<file path="config.mk">
export PLATFORM = sky130hd
export DESIGN_NAME = mm_job_sequencer
export DESIGN_NICKNAME = d
export VERILOG_FILES = /design/src/rtl/mm_job_sequencer.sv
export SDC_FILE = /design/constraint.sdc
export NUM_CORES = 1
export LEC_CHECK = 0
export CAP_MARGIN = 10
export CORE_MARGIN = 2
export CORE_UTILIZATION = 51
export DETAILED_ROUTE_END_ITERATION = 8
export PLACE_DENSITY = 0.82
export SETUP_SLACK_MARGIN = 0.4
export SLEW_MARGIN = 5
export SYNTH_ARGS = -nofsm -noshare
export SYNTH_HDL_FRONTEND = slang
export SYNTH_SLANG_ARGS = --single-unit
</file>
<file path="constraint.sdc">
create_clock -name clk -period 4.7 [get_ports clk]
set_input_delay 0.705 -clock clk [delete_from_list [all_inputs] [get_ports clk]]
set_output_delay 0.705 -clock clk [all_outputs]
set_load 0.005 [all_outputs]
</file>
<file path="src/rtl/mm_job_sequencer.sv">
`default_nettype none
// ============================================================================
// Module   : mm_job_sequencer
// Purpose  : Runs one matrix-multiply job on the shared serial MM engine.
//            Reads two row-major 8-bit matrices from source memory, streams
//            them into the engine with col_end/row_end framing, then collects
//            the engine's result stream into destination memory and reports
//            done / err / err_code / ovf_cnt to the host.
// Ports    : clk, rst               - clock, synchronous active-high reset
//            start, m*_rows/cols,   - job request and configuration
//            src_base, dst_base
//            rd_en/rd_addr/rd_data  - source memory (data one cycle later)
//            mm_in_data, mm_col_end,
//            mm_row_end             - operand stream to the engine
//            mm_busy, mm_valid, mm_is_legal, mm_overflow, mm_out_data,
//            mm_ep                  - engine status and results
//            wr_en/wr_addr/wr_data  - destination memory
//            busy, done, err, err_code, ovf_cnt - host status
// Options  : CTRL_WDOG_EN - 8-bit watchdog on GAP / WAIT_RES; timeout ends
//            the job with err=1, err_code=2'b11.
// Revision : 1.0 - initial release
// ============================================================================
module mm_job_sequencer #(
    parameter int AW    = 8,
    parameter int DIM_W = 3
) (
    input  logic             clk,
    input  logic             rst,
    input  logic             start,
    input  logic [DIM_W-1:0] m1_rows,
    input  logic [DIM_W-1:0] m1_cols,
    input  logic [DIM_W-1:0] m2_rows,
    input  logic [DIM_W-1:0] m2_cols,
    input  logic [AW-1:0]    src_base,
    input  logic [AW-1:0]    dst_base,
    output logic             rd_en,
    output logic [AW-1:0]    rd_addr,
    input  logic [7:0]       rd_data,
    output logic [7:0]       mm_in_data,
    output logic             mm_col_end,
    output logic             mm_row_end,
    input  logic             mm_busy,
    input  logic             mm_valid,
    input  logic             mm_is_legal,
    input  logic             mm_overflow,
    input  logic [11:0]      mm_out_data,
    input  logic [1:0]       mm_ep,
    output logic             wr_en,
    output logic [AW-1:0]    wr_addr,
    output logic [12:0]      wr_data,
    output logic             busy,
    output logic             done,
    output logic             err,
    output logic [1:0]       err_code,
    output logic [4:0]       ovf_cnt
);

    // Element counts are products of two dimension fields.
    localparam int               CW        = 2 * DIM_W;
    localparam logic [DIM_W-1:0] c_MAX_DIM = DIM_W'(4);

    typedef enum logic [2:0] {
        S_IDLE     = 3'd0,
        S_FEED1    = 3'd1,
        S_GAP      = 3'd2,
        S_FEED2    = 3'd3,
        S_WAIT_RES = 3'd4,
        S_DONE     = 3'd5
    } state_t;

    state_t           r_state;
    state_t           w_next;

    logic [DIM_W-1:0] r_m1_cols;
    logic [DIM_W-1:0] r_m2_cols;
    logic [AW-1:0]    r_src;
    logic [AW-1:0]    r_dst;
    logic [CW-1:0]    r_n1;
    logic [CW-1:0]    r_n2;
    logic [CW-1:0]    r_nres;
    logic [CW-1:0]    r_idx;
    logic [DIM_W-1:0] r_col;
    logic [CW-1:0]    r_k;
    logic             r_gap_idle;
    logic             r_feed_vld;
    logic             r_col_end_q;
    logic             r_row_end_q;
    logic             r_err;
    logic [1:0]       r_err_code;
    logic [4:0]       r_ovf_cnt;

    logic             w_cfg_bad;
    logic             w_feed;
    logic [DIM_W-1:0] w_cols;
    logic [CW-1:0]    w_n;
    logic             w_last_col;
    logic             w_last_elem;
    logic             w_res_ok;
    logic             w_res_bad;
    logic             w_res_last;
    logic             w_wait_state;
    logic             w_wdog_fire;

    assign w_cfg_bad = (m1_rows == '0) || (m1_rows > c_MAX_DIM) ||
                       (m1_cols == '0) || (m1_cols > c_MAX_DIM) ||
                       (m2_rows == '0) || (m2_rows > c_MAX_DIM) ||
                       (m2_cols == '0) || (m2_cols > c_MAX_DIM);

    assign w_feed       = (r_state == S_FEED1) || (r_state == S_FEED2);
    assign w_cols       = (r_state == S_FEED2) ? r_m2_cols : r_m1_cols;
    assign w_n          = (r_state == S_FEED2) ? r_n2 : r_n1;
    assign w_last_col   = (r_col == w_cols - DIM_W'(1));
    assign w_last_elem  = (r_idx == w_n - CW'(1));
    assign w_res_ok     = (r_state == S_WAIT_RES) && mm_valid && mm_is_legal;
    assign w_res_bad    = (r_state == S_WAIT_RES) && mm_valid && !mm_is_legal;
    assign w_res_last   = w_res_ok && ((r_k + CW'(1)) == r_nres);
    assign w_wait_state = (r_state == S_GAP) || (r_state == S_WAIT_RES);

`ifdef CTRL_WDOG_EN
    // Counts idle cycles while waiting on the engine; any result or state
    // change restarts the count. A result arriving on the timeout cycle wins.
    logic [7:0] r_wdog;

    always_ff @(posedge clk) begin
        if (rst) begin
            r_wdog <= 8'd0;
        end else if (w_wait_state && (w_next == r_state) && !mm_valid) begin
            r_wdog <= r_wdog + 8'd1;
        end else begin
            r_wdog <= 8'd0;
        end
    end

    assign w_wdog_fire = w_wait_state && (r_wdog == 8'hFF) && !mm_valid;
`else
    assign w_wdog_fire = 1'b0;
`endif

    // ------------------------------------------------------------------
    // State register
    // ------------------------------------------------------------------
    always_ff @(posedge clk) begin
        if (rst) begin
            r_state <= S_IDLE;
        end else begin
            r_state <= w_next;
        end
    end

    // ------------------------------------------------------------------
    // Next state and combinational outputs
    // ------------------------------------------------------------------
    always_comb begin
        w_next     = r_state;
        rd_en      = 1'b0;
        rd_addr    = '0;
        wr_en      = 1'b0;
        wr_addr    = '0;
        wr_data    = '0;
        mm_in_data = r_feed_vld ? rd_data : 8'd0;
        mm_col_end = r_col_end_q;
        mm_row_end = r_row_end_q;
        busy       = (r_state != S_IDLE);
        done       = (r_state == S_DONE);
        err        = r_err;
        err_code   = r_err_code;
        ovf_cnt    = r_ovf_cnt;

        if (w_feed) begin
            rd_en   = 1'b1;
            // Matrix 2 sits directly after matrix 1; sum wraps modulo 2^AW.
            rd_addr = r_src + AW'(r_idx) +
                      ((r_state == S_FEED2) ? AW'(r_n1) : AW'(0));
        end

        if (w_res_ok) begin
            wr_en   = 1'b1;
            wr_addr = r_dst + AW'(r_k);
            wr_data = {mm_overflow, mm_out_data};
        end

        case (r_state)
            S_IDLE: begin
                if (start) begin
                    w_next = w_cfg_bad ? S_DONE : S_FEED1;
                end
            end
            S_FEED1: begin
                if (w_last_elem) begin
                    w_next = S_GAP;
                end
            end
            S_GAP: begin
                // First GAP cycle carries matrix-1 row_end on the stream;
                // the second is the mandatory idle cycle.
                if (w_wdog_fire) begin
                    w_next = S_DONE;
                end else if (r_gap_idle && !mm_busy) begin
                    w_next = S_FEED2;
                end
            end
            S_FEED2: begin
                if (w_last_elem) begin
                    w_next = S_WAIT_RES;
                end
            end
            S_WAIT_RES: begin
                if (w_res_bad || w_res_last || w_wdog_fire) begin
                    w_next = S_DONE;
                end
            end
            S_DONE: begin
                w_next = S_IDLE;
            end
            default: begin
                w_next = S_IDLE;
            end
        endcase
    end

    // ------------------------------------------------------------------
    // Datapath, counters and status
    // ------------------------------------------------------------------
    always_ff @(posedge clk) begin
        if (rst) begin
            r_m1_cols   <= '0;
            r_m2_cols   <= '0;
            r_src       <= '0;
            r_dst       <= '0;
            r_n1        <= '0;
            r_n2        <= '0;
            r_nres      <= '0;
            r_idx       <= '0;
            r_col       <= '0;
            r_k         <= '0;
            r_gap_idle  <= 1'b0;
            r_feed_vld  <= 1'b0;
            r_col_end_q <= 1'b0;
            r_row_end_q <= 1'b0;
            r_err       <= 1'b0;
            r_err_code  <= 2'b00;
            r_ovf_cnt   <= 5'd0;
        end else begin
            // Framing travels one cycle behind rd_en, alongside rd_data.
            r_feed_vld  <= w_feed;
            r_col_end_q <= w_feed && w_last_col;
            r_row_end_q <= w_feed && w_last_elem;
            r_gap_idle  <= (r_state == S_GAP);

            if (w_next != r_state) begin
                r_idx <= '0;
                r_col <= '0;
            end else if (w_feed) begin
                r_idx <= r_idx + CW'(1);
                r_col <= w_last_col ? '0 : r_col + DIM_W'(1);
            end

            if ((r_state == S_IDLE) && start) begin
                r_m1_cols  <= m1_cols;
                r_m2_cols  <= m2_cols;
                r_src      <= src_base;
                r_dst      <= dst_base;
                r_n1       <= CW'(m1_rows) * CW'(m1_cols);
                r_n2       <= CW'(m2_rows) * CW'(m2_cols);
                r_nres     <= CW'(m1_rows) * CW'(m2_cols);
                r_k        <= '0;
                r_err      <= w_cfg_bad;
                r_err_code <= 2'b00;
                r_ovf_cnt  <= 5'd0;
            end

            if (w_res_ok) begin
                r_k <= r_k + CW'(1);
                if (mm_overflow && (r_ovf_cnt != 5'd31)) begin
                    r_ovf_cnt <= r_ovf_cnt + 5'd1;
                end
            end

            if (w_res_bad) begin
                r_err      <= 1'b1;
                r_err_code <= mm_ep;
            end else if (w_wdog_fire) begin
                r_err      <= 1'b1;
                r_err_code <= 2'b11;
            end
        end
    end

endmodule
`default_nettype wire

</file>
==> out/metrics.csv, run 1 <==
stage;metric;value;unit
outcome;status;finished, final reports clean;
routing;routed wl met2;6.25;mm
critical_path;Critical R2R Launch;r_state[0];
global_routing;total gr overflow;0;
logic_synthesis;Unique masters post-synth;55;
timing;Final Hold Vio Count;0;
critical_path;Worst EP required;3.99;ns
logic_synthesis;register area share after synthesis;29.5;%
logic_synthesis;share of the synthesized area in the top cell type;29.5;%
timing;Slew Limit Fails;0;
logic_synthesis;count leader, synth;nand2_1;
critical_path;Setup Crit Path Kind;flop to output pin;
logic_synthesis;Seq cells post-synth;70;
critical_path;Critical Path End;rd_addr[6];
placed_design;Place WS;0.450;ns
finish;area grow syn2layout;30.8;%
logic_synthesis;ys async rst share;0;%
global_routing;gr usage total;25.1;%
timing;setup TNS;0;ns
logic_synthesis;ys flop type;dfxtp_1;
die;Die X;100;um
critical_path;CP max stage cell;fa_2;
die;die area;0.0101;sq mm
global_routing;initial antenna violation count;0;
timing;Slew headroom;52.6;%
clock_tree;Root Driver;clkbuf_8;
routing;Via Count;4514;
routing;WL per Instance;15.6;um
routing;Antenna Nets Post-Route;0;
die;Core Rows;35;
finish;post-route cell area;0.00621;sq mm
critical_path;CP cell instances;nand2b_1 -> inv_2 -> buf_4 -> and3_1 -> fa_2 -> ha_1 -> a21o_1 -> a21o_1 -> a21oi_1 -> nor2_1 -> nor2_1 -> xor2_1 -> nor2_1 -> clkdlybuf4s50_1;
finish;Fillers;702;
routing;met1 wire length;5.29;mm
clock_tree;clk slew on worst S/H paths;0.07;ns
placed_design;post-DP HPWL;9.13;mm
flow_run;total of max-cap violations;0;
timing;unrepaired setup endpoints after global routing;false;
power_and_ir_drop;P_leak;2.62;nW
critical_path;beginning of the critical path;r_state[2];
global_routing;first-pass GRT wire length;20.3;mm
finish;Final Util;67.8;%
timing;fmax;243;MHz
placed_design;GPL Wtd Cong;0.902;
die;Initial Utilization;51.9;%
clock_tree;hold_buf cts;0;
critical_path;critical path startpoint category;flop;
routing;Routed WL;12.5;mm
logic_synthesis;EDFF count, synth;0;
critical_path;worst reg-to-reg setup slack;1.91;ns
timing;Period Utilization, post-route;87.7;%
routing;met3 WL post-DR;722;um
power_and_ir_drop;P per Cell Area;308;mW/mm^2
logic_synthesis;cell taking the most area after synthesis;dfxtp_1;
finish;n_diodes;0;
critical_path;Worst setup EP type;output pin;
placed_design;placed cell areas;0.00589;sq mm
placed_design;placed cell count;779;
routing;DRC viols;0;
critical_path;most used cell, CP;nor2_1;
timing;final setup fails;0;
global_routing;vias in the first global route;4407;
critical_path;critical path arrival;3.42;ns
clock_tree;TritonCTS clock tree;yes;
critical_path;Worst R2R Path Depth;9;
finish;net count reported at finish;789;
die;Ports;108;
logic_synthesis;Synth top cells by count;nand2_1 (96), dfxtp_1 (70), a21oi_1 (57), nor2_1 (52), and2_1 (47);
logic_synthesis;Synth area leaders;dfxtp_1 (30%), ha_1 (8.7%), nand2_1 (7.6%), and2_1 (6.2%), a21oi_1 (6.0%);
clock_tree;maximum clock insertion buffer count;2;
placed_design;IO Port Bufs;107;
clock_tree;Clk Latency, worst-skew pair;0.36;ns
logic_synthesis;Synth Area per Inst;8.17;sq um
clock_tree;H-tree depth;3;
logic_synthesis;Post-Syn Area;0.00475;sq mm
timing;Worst Tran Pin Value;0.711;ns
die;core area;0.00915;sq mm
logic_synthesis;Post-Syn Nets;685;
global_routing;largest net degree at the start of global routing;48;
finish;share of layout cells above drive strength 1;8.12;%
routing;DRT Pass-1 Iters;5;
logic_synthesis;Synth Instances;581;
critical_path;r2r endpoint;r_idx[3];
die;Die Y;100;um
logic_synthesis;Synthesis Warnings;0;
routing;drt first-iter violations;223;
finish;final cell count without fillers;801;
power_and_ir_drop;worst ir drop on vdd;0.158;mV
timing;final worst path period need;4.12;ns
hold_path;worst min path class;flop to flop;
routing;DR top layer;met4;
critical_path;CP peak stage delay;0.56;ns
critical_path;CP max FO;9;
clock_tree;CTS Buf Count;9;
routing;vias per cell;5.64;
timing;skew final;0.00602;ns
timing;Final WS setup;0.577;ns
clock_tree;clk sink count;70;
## how the worst min path moves through the flow
stage | from | endpoint | slack (ns) | depth (start not counted)
after floorplan | r_n2[4] | r_n2[4] | 0.43 | 2
after global placement | r_m2_cols[2] | r_m2_cols[2] | 0.44 | 2
after detailed placement | r_m2_cols[2] | r_m2_cols[2] | 0.45 | 2
after CTS | r_m2_cols[2] | r_m2_cols[2] | 0.46 | 2
after global routing | r_dst[5] | r_dst[5] | 0.49 | 2
final | r_m1_cols[0] | r_m1_cols[0] | 0.46 | 2
## logic make-up after synthesis
group	count (synthesis)	share of synthesized area, %
AO/OA/AOI/OAI	102	14.2
XOR/XNOR	42	7.75
buffers and inverters	45	3.74
multiplexers	9	1.98
flip-flops	70	29.5
AND/OR/NAND/NOR	266	28.3
adder cells (fa/ha/maj)	47	14.6
## repair_timing
item	CTS	global route
cloned	0	0
pin swaps	0	4
setup buffers	2	4
setup endpoints to repair	2	2
resized for setup	5	6
## routing by layer
metal / vias to the layer above / track usage, %
li1: 2173 / -
met1: 2149 / 30.7
met2: 167 / 44.2
met3: 25 / 5.06
met4: 0 / 8.54
met5: - / 0
## stage by stage
step | total power, mW | hold WS (ns)
global route | 2.01 | 0.488
floorplan | 1.08 | 0.428
detailed placement | 1.28 | 0.451
global placement | 1.26 | 0.444
CTS | 1.90 | 0.462
finish | 1.91 | 0.461
## power breakdown
part           internal, mW  switching, mW  leakage [nW]
Sequential            0.650         0.0618         0.571
Combinational         0.274          0.319          1.92
Clock                 0.366          0.244         0.126
Total                  1.29          0.624          2.62
## cells in the final DEF (no fill, tap or decap), drive strengths merged, types with 4 or more instances in the layout
| cell | n |
|---|---|
| a211oi | 9 |
| a21o | 12 |
| a21oi | 57 |
| and2 | 47 |
| and3 | 10 |
| buf | 13 |
| clkbuf | 10 |
| clkdlybuf4s50 | 105 |
| dfxtp | 70 |
| fa | 14 |
| ha | 33 |
| inv | 19 |
| mux2i | 6 |
| nand2 | 96 |
| nand2b | 6 |
| nand3 | 16 |
| nor2 | 52 |
| nor3 | 11 |
| nor3b | 6 |
| nor4 | 4 |
| o21ai | 9 |
| xnor2 | 31 |
| xor2 | 11 |
## flip-flops by register name, summed over array words and instances, names as in the netlist
signal,flops
err,1
err_code,2
mm_col_end,1
mm_row_end,1
ovf_cnt,5
r_col,3
r_dst,8
r_feed_vld,1
r_gap_idle,1
r_idx,6
r_k,6
r_m1_cols,3
r_m2_cols,3
r_n1,6
r_n2,6
r_nres,6
r_src,8
r_state,3
## critical path: cells and delay by family, from the launching register on
kind,cells,cell delay [ns]
buffers and inverters,3,0.70
AND/OR/NAND/NOR,5,0.57
flip-flops,1,0.39
AO/OA/AOI/OAI,3,0.51
adder cells (fa/ha/maj),2,0.80
XOR/XNOR,1,0.08
## final cells by class
| class | instances | area (sq um) | share of cell area, % |
|---|---|---|---|
| clock buffer | 10 | 138 | 2.22 |
| clock inverter | 6 | 109 | 1.75 |
| inverter | 19 | 71.3 | 1.15 |
| multi-input combinational | 466 | 3180 | 51.3 |
| sequential | 70 | 1410 | 22.6 |
| tap | 111 | 139 | 2.24 |
| timing repair buffer | 119 | 1160 | 18.7 |
Power figures use the tool's default switching activity.
==> inputs of run 2 (changes only) <==
- CORE_UTILIZATION: 51 -> 50
- PLACE_DENSITY: 0.82 -> 0.81
==> out/metrics.csv, run 2 (same netlist as run 1, synthesis figures left out) <==
stage;metric;value;unit
finish;most common cell after layout, fill and taps aside;clkdlybuf4s50_1;
routing;DRC viols;0;
placed_design;GPL Wtd Cong;0.836;
clock_tree;Clk Latency, worst-skew pair;0.35;ns
critical_path;beginning of the critical path;r_state[2];
timing;setup TNS;0;ns
placed_design;placed cell count;798;
finish;net count reported at finish;787;
finish;share of layout cells above drive strength 1;7.12;%
timing;Slew Limit Fails;0;
critical_path;worst reg-to-reg setup slack;2.08;ns
routing;vias per cell;5.41;
placed_design;Place WS;0.561;ns
finish;area grow syn2layout;29.9;%
critical_path;Worst setup EP type;output pin;
critical_path;Worst R2R Path Depth;8;
placed_design;IO Port Bufs;107;
finish;final cell count without fillers;817;
critical_path;Worst EP required;3.99;ns
die;Die X;101;um
die;Die Y;101;um
critical_path;Critical Path End;rd_addr[6];
timing;Final Hold Vio Count;0;
clock_tree;clk slew on worst S/H paths;0.07;ns
flow_run;total of max-cap violations;0;
global_routing;vias in the first global route;4259;
timing;Final WS setup;0.590;ns
routing;drt first-iter violations;173;
global_routing;first-pass GRT wire length;19.7;mm
timing;final worst path period need;4.11;ns
clock_tree;H-tree depth;3;
outcome;status;finished, final reports clean;
die;Ports;108;
finish;top flop regs;r_dst: 8 flops, r_src: 8 flops;
routing;Via Count;4416;
timing;fmax;243;MHz
finish;most frequent cells in the layout;clkdlybuf4s50_1 (106), nand2_1 (96), dfxtp_1 (69);
routing;Antenna Nets Post-Route;0;
timing;final setup fails;0;
critical_path;critical path startpoint category;flop;
critical_path;Critical R2R Launch;r_state[2];
clock_tree;clk sink count;70;
power_and_ir_drop;worst ir drop on vdd;0.155;mV
finish;n_diodes;0;
die;Core Rows;35;
clock_tree;CTS Buf Count;9;
placed_design;placed cell areas;0.00592;sq mm
routing;DRT Pass-1 Iters;6;
critical_path;Setup Crit Path Kind;flop to output pin;
global_routing;initial antenna violation count;0;
placed_design;post-DP HPWL;8.98;mm
critical_path;CP max FO;4;
power_and_ir_drop;P per Cell Area;288;mW/mm^2
die;core area;0.00924;sq mm
clock_tree;maximum clock insertion buffer count;2;
routing;WL per Instance;15.0;um
clock_tree;Root Driver;clkbuf_8;
clock_tree;TritonCTS clock tree;yes;
hold_path;worst min path class;flop to flop;
finish;post-route cell area;0.00617;sq mm
timing;Worst Tran Pin Value;0.754;ns
timing;Slew headroom;49.7;%
global_routing;gr usage total;24.3;%
timing;Period Utilization, post-route;87.5;%
power_and_ir_drop;Overall Power;1.78;mW
critical_path;critical path arrival;3.41;ns
die;die area;0.0103;sq mm
routing;Routed WL;12.2;mm
die;Initial Utilization;51.4;%
global_routing;total gr overflow;0;
clock_tree;hold_buf cts;0;
timing;unrepaired setup endpoints after global routing;false;
power_and_ir_drop;P_leak;2.57;nW
critical_path;r2r endpoint;r_idx[1];
finish;Fillers;731;
global_routing;largest net degree at the start of global routing;48;
timing;skew final;0.0101;ns
[run 2: cell type report]
| class | count | area, sq um | area share [%] |
|---|---|---|---|
| multi-input combinational | 466 | 3190 | 51.8 |
| sequential | 70 | 1410 | 22.8 |
| timing repair buffer | 117 | 1140 | 18.5 |
| tap | 129 | 161 | 2.62 |
| clock buffer | 13 | 149 | 2.41 |
| inverter | 19 | 73.8 | 1.20 |
| clock inverter | 3 | 43.8 | 0.710 |
[run 2: worst min-delay path by stage]
stage / from / end / slack, ns / depth (start not counted)
2_1_floorplan: r_n2[4] / r_n2[4] / 0.43 / 2
3_3_place_gp: r_m2_cols[1] / r_m2_cols[1] / 0.44 / 2
3_5_place_dp: r_m1_cols[2] / r_m1_cols[2] / 0.45 / 2
4_1_cts: r_m1_cols[2] / r_m1_cols[2] / 0.46 / 2
5_1_grt: r_src[6] / r_src[6] / 0.48 / 2
6_report: r_m1_cols[2] / r_m1_cols[2] / 0.46 / 2
[run 2: what timing repair did]
item                                    4_1_cts  5_1_grt
endpoints found under the setup margin        1        1
resized for setup                             4        4
pin swaps                                     0        2
setup buffers                                 0        3
[run 2: power breakdown]
part / switching [mW] / internal, mW / leakage (nW)
sequential: 0.0575 / 0.649 / 0.571
clock: 0.221 / 0.260 / 0.0976
combinational: 0.316 / 0.273 / 1.90
total: 0.595 / 1.18 / 2.57
[run 2: per-stage QoR]
| stage | util [%] | hold slack [ns] |
|---|---|---|
| 2_1_floorplan | - | 0.428 |
| 4_1_cts | 66.2 | 0.463 |
| 3_5_place_dp | 64.1 | 0.452 |
| 6_report | 66.8 | 0.457 |
| 3_3_place_gp | 64.1 | 0.442 |
| 5_1_grt | 66.8 | 0.483 |
[run 2: critical path, stage by stage (launching register included)]
cell and delay, ns:
dfxtp_1 0.34, nand2b_4 0.14, inv_4 0.04, buf_4 0.13, and3_1 0.18, fa_1 0.49, ha_1 0.32, a21o_1 0.19
a21o_1 0.20, a21oi_1 0.20, nor2_1 0.06, nor2_1 0.11, xor2_1 0.08, nor2_1 0.08, clkdlybuf4s50_1 0.50
[run 2: routing by layer]
layer | part of all wire (%) | track usage [%]
met1 | 43 | 29.5
met2 | 49 | 41.7
met3 | 5.7 | 5.04
met4 | 3.1 | 10.2
met5 | 0 | 0
==> inputs of run 3 (changes only) <==
- CAP_MARGIN: 10 -> 20
==> results of run 3 <==
Final layout, timing and power as in run 2 (identical DEF).
